**config.mk**
```make
export PLATFORM = sky130hd
export DESIGN_NAME = lowpass_fir_1
export DESIGN_NICKNAME = d
export VERILOG_FILES = /design/src/rtl/lowpass_fir_1.sv
export SDC_FILE = /design/constraint.sdc
export NUM_CORES = 1
export LEC_CHECK = 0
export CORE_MARGIN = 10
export CORE_UTILIZATION = 40
export CTS_BUF_LIST = sky130_fd_sc_hd__clkbuf_8
export DETAILED_ROUTE_END_ITERATION = 10
export HOLD_SLACK_MARGIN = 0.12
export PLACE_DENSITY_LB_ADDON = 0.15
export SYNTH_ARGS = -nofsm -noshare
export SYNTH_HDL_FRONTEND = slang
export SYNTH_SLANG_ARGS = --single-unit
```
**constraint.sdc**
```tcl
create_clock -name clk -period 7.27 [get_ports clk]
set_input_delay 1.454 -clock clk [delete_from_list [all_inputs] [get_ports clk]]
set_output_delay 1.454 -clock clk [all_outputs]
set_load 0.005 [all_outputs]
```
**src/rtl/lowpass_fir_1.sv**
```systemverilog
// 3-tap unsigned low-pass FIR: one shared 8x8 multiplier and one accumulator, sequenced by a 4-state FSM.
// Build option LOWPASSFIR_ROUND_EN selects round-half-up scaling instead of truncation.
module lowpass_fir_1 (
    input  logic       clk,
    input  logic       reset,
    input  logic [7:0] datain,
    input  logic       datavalid,
    input  logic [7:0] coeffA,
    input  logic [7:0] coeffB,
    input  logic [7:0] coeffC,
    output logic [7:0] filtout,
    output logic       done
);

    typedef enum logic [1:0] {IDLE, MAC0, MAC1, MAC2} state_t;

    state_t      state;
    state_t      next_state;

    logic [7:0]  x0;
    logic [7:0]  x1;
    logic [7:0]  x2;
    logic [7:0]  coef_a;
    logic [7:0]  coef_b;
    logic [7:0]  coef_c;
    logic [17:0] acc;

    logic [7:0]  mul_a;
    logic [7:0]  mul_b;
    logic [15:0] product;
    logic [17:0] sum;

    // Drop the Q0.8 fraction; the rounding variant needs one extra bit for the +128 carry.
    function automatic logic [10:0] scale(input logic [17:0] s);
`ifdef LOWPASSFIR_ROUND_EN
        logic [18:0] r;
        r = {1'b0, s} + 19'd128;
        return 11'(r >> 8);
`else
        return 11'(s >> 8);
`endif
    endfunction

    function automatic logic [7:0] sat8(input logic [10:0] v);
        return (v > 11'd255) ? 8'd255 : v[7:0];
    endfunction

    always_ff @(posedge clk) begin
        if (reset) begin
            state <= IDLE;
        end else begin
            state <= next_state;
        end
    end

    // The single multiplier is steered to the tap/coefficient pair of the current MAC step.
    always_comb begin
        next_state = state;
        mul_a      = coef_a;
        mul_b      = x0;
        case (state)
            IDLE: begin
                if (datavalid) begin
                    next_state = MAC0;
                end
            end
            MAC0: begin
                next_state = MAC1;
            end
            MAC1: begin
                mul_a      = coef_b;
                mul_b      = x1;
                next_state = MAC2;
            end
            MAC2: begin
                mul_a      = coef_c;
                mul_b      = x2;
                next_state = IDLE;
            end
            default: begin
                next_state = IDLE;
            end
        endcase
    end

    assign product = mul_a * mul_b;
    assign sum     = acc + {2'b00, product};

    always_ff @(posedge clk) begin
        if (reset) begin
            x0      <= 8'd0;
            x1      <= 8'd0;
            x2      <= 8'd0;
            coef_a  <= 8'd0;
            coef_b  <= 8'd0;
            coef_c  <= 8'd0;
            acc     <= 18'd0;
            filtout <= 8'd0;
            done    <= 1'b0;
        end else begin
            done <= 1'b0;
            case (state)
                IDLE: begin
                    if (datavalid) begin
                        x2     <= x1;
                        x1     <= x0;
                        x0     <= datain;
                        coef_a <= coeffA;
                        coef_b <= coeffB;
                        coef_c <= coeffC;
                        acc    <= 18'd0;
                    end
                end
                MAC0: begin
                    acc <= {2'b00, product};
                end
                MAC1: begin
                    acc <= sum;
                end
                MAC2: begin
                    filtout <= sat8(scale(sum));
                    done    <= 1'b1;
                end
                default: begin
                    acc <= 18'd0;
                end
            endcase
        end
    end

endmodule

```
==> run_results.csv, run 1 <==
group,metric,value,unit
outcome,run_status,"complete, no violations",
detailed_routing,postRouteAntennaNets,0,
logic_synthesis,yosysTopAreaCell,"dfxtp_1",
logic_synthesis,netlist_top_cells_count,"nand2_1 (115), a21oi_1 (91), nor2_1 (89)",
grt,grt_start_max_net_pins,78,
logic_synthesis,synth.most_common_cell,"nand2_1",
critical_path,timing_worst_setup_path_type,"reg2reg",
power,power_density,226.5,nW/um^2
critical_path,critPathArrivalTime,7.09,ns
logic_synthesis,synth-compound-area-share,0.2123,
clock_tree,cts-root-buf,"clkbuf_8",
cells_and_area,area.growth.synth_to_final,15.99,%
sta,tns,0,ns
detailed_routing,drt_wl_total,14630,um
cells_and_area,drive_above_1_share,0.08929,
logic_synthesis,synthSimpleGateAreaFrac,0.1763,
sta,hold_violations,0,
sta,worst_hold_slack,0.4582,ns
logic_synthesis,syn_avg_cell_area,8.081,sq um
die,die_area,20120,sq um
sta,final.setup_skew,0.009061,ns
sta,timing.final.crit_share,0.9428,
logic_synthesis,synth_seq_cells,77,
clock_tree,clk_latency,0.38,ns
detailed_routing,dr.pass1.iters,7,
grt,gr-total-overflow,0,
critical_path,startpoint_type,"register",
die,core,14530,sq um
critical_path,end_kind,"register",
logic_synthesis,synth_area,5939,sq um
clock_tree,clockBufferDepth,2,
logic_synthesis,yosysUniqueCellTypes,49,
die,num_io_pins,44,
die,initial_core_util,0.4087,
hold_path,min_from,"coef_b[2]",
sta,period_needed,6.854,ns
sta,setup_viol,0,
grt,grt_pass1_wl,24440,um
logic_synthesis,netlist_instances,735,
critical_path,critPathMaxFanout,11,
logic_synthesis,synth_mux_area_frac,0.003581,
clock_tree,cts.sinks,77,
logic_synthesis,syn_nets,864,
sta,worstMarginPinSlew,0.8102,ns
hold_path,worst_hold_path.endpoint,"coef_b[2]",
logic_synthesis,ys.flop_type,"dfxtp_1",
logic_synthesis,synth_top_family_by_area,"adder cells",
logic_synthesis,synth_top_area_frac,0.2595,
critical_path,reg2reg_from,"state[0]",
power,p_leak,3.006,nW
logic_synthesis,synth_edf_count,0,
cells_and_area,diodes,0,
detailed_routing,drt_iter0_drc,292,
critical_path,r2r_cells,26,
power,total_power,1.560,mW
critical_path,required,7.51,ns
sta,max_freq,145.9,MHz
logic_synthesis,ys_top_cells_by_area,"dfxtp_1 (26%), fa_1 (12%), ha_1 (12%)",
placement,io_buffers,43,
logic_synthesis,synth_fa_ha_area_frac,0.2448,
die,die_x,141.9,um
sta,rsz0062_at_grt,"no",
die,placementRows,44,
critical_path,ff2ff_setup_slack,0.42,ns
logic_synthesis,yosys_warnings,0,
grt,grt_use_total,0.1463,
clock_tree,cts_made_buffers,9,
clock_tree,cts_tree,"built",
detailed_routing,detail_route.drc_violations,0,
placement,globalplace.congestion,0.8971,
cells_and_area,layout.nets,908,
clock_tree,clkSlewWorstSetupHoldPaths,0.08,ns
detailed_routing,viasPerCell,5.410,
detailed_routing,vias,5237,
power,max-vdd-ir-drop,0.0002126,V
logic_synthesis,yosys.area_share.xor_xnor,0.04150,
sta,maxSlewHeadroom,0.4599,
grt,first_global_vias,5160,
sta,finalMaxSlewViolations,0,
hold_path,whs_path_depth,2,
die,die_height,141.9,um
logic_synthesis,async_flop_share,0,
placement,dpl.hpwl,11310,um
grt,antenna_found_initial,0,
detailed_routing,wl_per_cell,15.12,um
logic_synthesis,seq_area_frac_synth,0.2595,
critical_path,reg2reg_to,"acc[14]",
clock_tree,h-tree-depth,3,
hold_path,hold_path.class,"reg2reg",
flow_run,drv_cap,0,
-- how the worst max path moves through the flow --
stage,startpoint,to,slack [ns],cells after the start
2_1_floorplan,state[0],filtout[7],0.44,26
3_3_place_gp,state[0],filtout[2],0.30,25
3_5_place_dp,state[1],filtout[4],0.20,24
4_1_cts,state[1],filtout[4],0.13,24
5_1_grt,state[0],filtout[4],0.09,27
6_report,state[0],acc[14],0.42,26
-- cell type report --
class | count | area (sq um)
flip-flops and latches | 77 | 1541
clock inverters | 7 | 80.08
well taps | 184 | 230.2
repair buffers | 68 | 613.1
multi-input cells | 560 | 4064
clock buffers | 9 | 123.9
inverters | 63 | 236.5
fillers | 1447 | 7645
-- what timing repair did --
| item | CTS | global route |
|---|---|---|
| endpoints found under the hold margin | 0 | 0 |
| setup endpoints to repair | 0 | 10 |
| hold buffers | 0 | 0 |
| gates resized for setup | 0 | 8 |
| setup buffers | 0 | 0 |
-- per-layer routing --
metal | up-vias | global-route usage | part of all wire
li1 | 2594 | - | -
met3 | 16 | 0.02870 | 0.054
met2 | 128 | 0.2296 | 0.46
met4 | 0 | 0.04626 | 0.012
met1 | 2499 | 0.1972 | 0.47
met5 | - | 0 | 0
-- worst max-delay path, stage by stage, from the launching register on --
cell	delay, ns
dfxtp_1	0.41
inv_1	0.10
ha_2	0.26
nor2_1	0.14
buf_4	0.20
a21oi_1	0.09
or2_2	0.32
fa_1	0.51
fa_1	0.55
inv_1	0.06
fa_1	0.53
inv_1	0.06
fa_1	0.53
inv_1	0.04
ha_1	0.32
o21ai_1	0.21
nand2b_1	0.10
a31oi_2	0.31
o21bai_1	0.15
xor2_1	0.17
ha_1	0.38
and3_1	0.22
and3_1	0.18
a211oi_1	0.32
xnor2_1	0.16
a222oi_1	0.33
nor2_1	0.06
-- logic make-up after synthesis --
family,Yosys count
AOI/OAI and AO/OA,187
xor gates and xnor gates,26
adders and majority gates,94
muxes,2
buffers and inverters,98
DFF,77
and+or+nand+nor,251
-- per-stage QoR --
stage	setup slack [ns]	instance area [sq um]	util	std cells
CTS	0.1294	6855	0.4717	968
detailed placement	0.2044	6651	0.4576	952
global placement	0.2958	6651	0.4576	952
global route	0.08953	6889	0.4740	968
finish	0.4159	6889	0.4740	968
floorplan	0.4350	5939	-	735
-- placed cells by master (no fill, tap or decap), types with 11 or more instances in the layout --
cell	instances
a21oi_1	90
or2_2	13
fa_1	37
clkdlybuf4s50_1	42
nand2_1	115
a22o_1	17
inv_1	63
xnor2_1	15
ha_1	55
a21o_1	11
dfxtp_1	77
nor2_1	89
buf_4	25
-- where the power goes --
group	switching, mW	internal (mW)	leakage [nW]
clock network	0.180	0.163	0.0968
logic	0.443	0.256	2.28
registers	0.0402	0.478	0.626
total	0.664	0.897	3.01
-- flip-flops by register name, summed over array words and instances, names as in the netlist --
signal,count
acc,18
coef_a,8
coef_b,8
coef_c,8
done,1
filtout,8
state,2
x0,8
x1,8
x2,8
Power figures use the tool's default switching activity.
==> inputs of run 2 (changes only) <==
Settings changed: PLACE_DENSITY from default to 0.6, PLACE_DENSITY_LB_ADDON 0.15 to default.
==> run_results.csv, run 2 (synthesis results as in run 1) <==
group,metric,value,unit
outcome,run_status,"complete, no violations",
die,die_x,141.9,um
die,die_area,20120,sq um
placement,dpl-instance-area,6629,sq um
detailed_routing,drt_iter0_drc,364,
clock_tree,cts-root-buf,"clkbuf_8",
critical_path,reg2reg_from,"state[0]",
clock_tree,clk_latency,0.37,ns
sta,setup_slack,0.4209,ns
hold_path,hold_path.class,"reg2reg",
cells_and_area,drive_above_1_share,0.08685,
cells_and_area,diodes,0,
power,total_power,1.584,mW
cells_and_area,regMostFlops,"acc",
sta,finalMaxSlewViolations,0,
clock_tree,cts_made_buffers,9,
cells_and_area,area.growth.synth_to_final,15.99,%
cells_and_area,final_common_cell,"nand2_1",
die,num_io_pins,44,
die,placementRows,44,
detailed_routing,vias,5238,
placement,globalplace.congestion,0.9071,
detailed_routing,drt_wl_total,15200,um
grt,grt_start_max_net_pins,78,
critical_path,crit_buf_inv,5,
critical_path,critPathArrivalTime,7.06,ns
critical_path,required,7.49,ns
cells_and_area,final_cells,967,
sta,maxSlewHeadroom,0.4410,
detailed_routing,postRouteAntennaNets,0,
sta,rsz0062_at_grt,"no",
cells_and_area,largest_reg_flops,18,
sta,hold_violations,0,
critical_path,timing_worst_setup_path_type,"reg2reg",
grt,grt_use_total,0.1518,
clock_tree,cts.sinks,77,
cells_and_area,fillers,1490,
clock_tree,cts_tree,"built",
sta,final.setup_skew,0.009751,ns
placement,io_buffers,43,
critical_path,cp-startpoint,"state[0]",
sta,max_freq,146.0,MHz
grt,grt_pass1_wl,25350,um
sta,period_needed,6.849,ns
placement,placed_cells,949,
die,die_height,141.9,um
sta,timing.final.crit_share,0.9421,
clock_tree,h-tree-depth,3,
grt,first_global_vias,5007,
critical_path,cpPeakStageDelay,0.55,ns
critical_path,cpLargestDelayFamily,"adder cells",
detailed_routing,wl_per_cell,15.72,um
sta,setup_viol,0,
placement,dpl_worst_slack,-0.1710,ns
grt,antenna_found_initial,0,
flow_run,drv_cap,0,
detailed_routing,detail_route.drc_violations,0,
critical_path,cp_slowest_cell,"fa_1",
cells_and_area,final_area,6889,sq um
cells_and_area,final_util,0.4740,
detailed_routing,dr.pass1.iters,5,
hold_path,min_from,"coef_b[1]",
sta,worstMarginPinSlew,0.8386,ns
critical_path,critPathMaxFanout,20,
critical_path,startpoint_type,"register",
detailed_routing,viasPerCell,5.417,
die,core,14530,sq um
power,p_leak,3.020,nW
cells_and_area,layout.nets,907,
clock_tree,clkSlewWorstSetupHoldPaths,0.09,ns
placement,dpl.hpwl,11710,um
die,initial_core_util,0.4087,
clock_tree,clockBufferDepth,2,
cells_and_area,final_cell_mix,"nand2_1 (115), a21oi_1 (91), nor2_1 (88), dfxtp_1 (77), inv_1 (63)",
critical_path,end_kind,"register",
grt,gr-total-overflow,0,
power,max-vdd-ir-drop,0.0001394,V
power,power_density,229.9,nW/um^2
## run 2: cell count changes in the layout (fill, tap and decap cells not counted), sizes merged
| cell | change |
|---|---|
| clkinvlp | -2 |
| buf | -1 |
| clkinv | +1 |
| inv | +1 |
## run 2: area by class of cell
cell class                      instances  area, sq um  share of cell area
Clock inverter                          7        81.33             0.01181
Sequential cell                        77         1541              0.2238
Multi-Input combinational cell        560         4054              0.5884
Tap cell                              184        230.2             0.03342
Clock buffer                            9        123.9             0.01798
Timing Repair Buffer                   67        621.8             0.09027
Inverter                               63        236.5             0.03433
## run 2: per-layer routing
metal	global-route usage	vias to the layer above	part of all wire
li1	-	2571	-
met1	0.2099	2528	0.47
met2	0.2328	121	0.46
met3	0.03004	18	0.056
met4	0.04519	0	0.014
met5	0	-	0
## run 2: path summary, 6_finish.rpt
| path | endpoint | slack [ns] | cells past startpoint |
|---|---|---|---|
| max reg2reg | filtout[4] | 0.42 | 25 |
| max | filtout[4] | 0.42 | 25 |
| min | coef_b[1] | 0.46 | 2 |
| min reg2reg | coef_b[1] | 0.46 | 2 |
## run 2: stage by stage
step	hold slack [ns]	setup TNS, ns
after CTS	0.4606	0
final	0.4570	0
after global routing	0.4830	0
after global placement	0.4425	0
after floorplan	0.4360	0
after detailed placement	0.4482	-1.290
## run 2: what timing repair did
| action | CTS | global route |
|---|---|---|
| setup endpoints to repair | 11 | 14 |
| resized for setup | 1 | 5 |
| endpoints found under the hold margin | 0 | 0 |
| hold buffers | 0 | 0 |
| setup buffers | 0 | 2 |
| pin swaps | 0 | 1 |
## run 2: power breakdown
part | switching [mW] | total, mW | internal (mW)
Combinational | 0.460 | 0.723 | 0.263
Clock | 0.181 | 0.346 | 0.165
Sequential | 0.0367 | 0.515 | 0.478
## run 2: worst register-to-register path: cells and delay by family, from the launching register on
kind | cells | cell delay [ns]
adder cells (fa/ha/maj) | 7 | 3.02
AO/OA/AOI/OAI | 9 | 1.88
buffers and inverters | 5 | 0.55
XOR/XNOR | 2 | 0.46
AND/OR/NAND/NOR | 2 | 0.44
flip-flops | 1 | 0.35
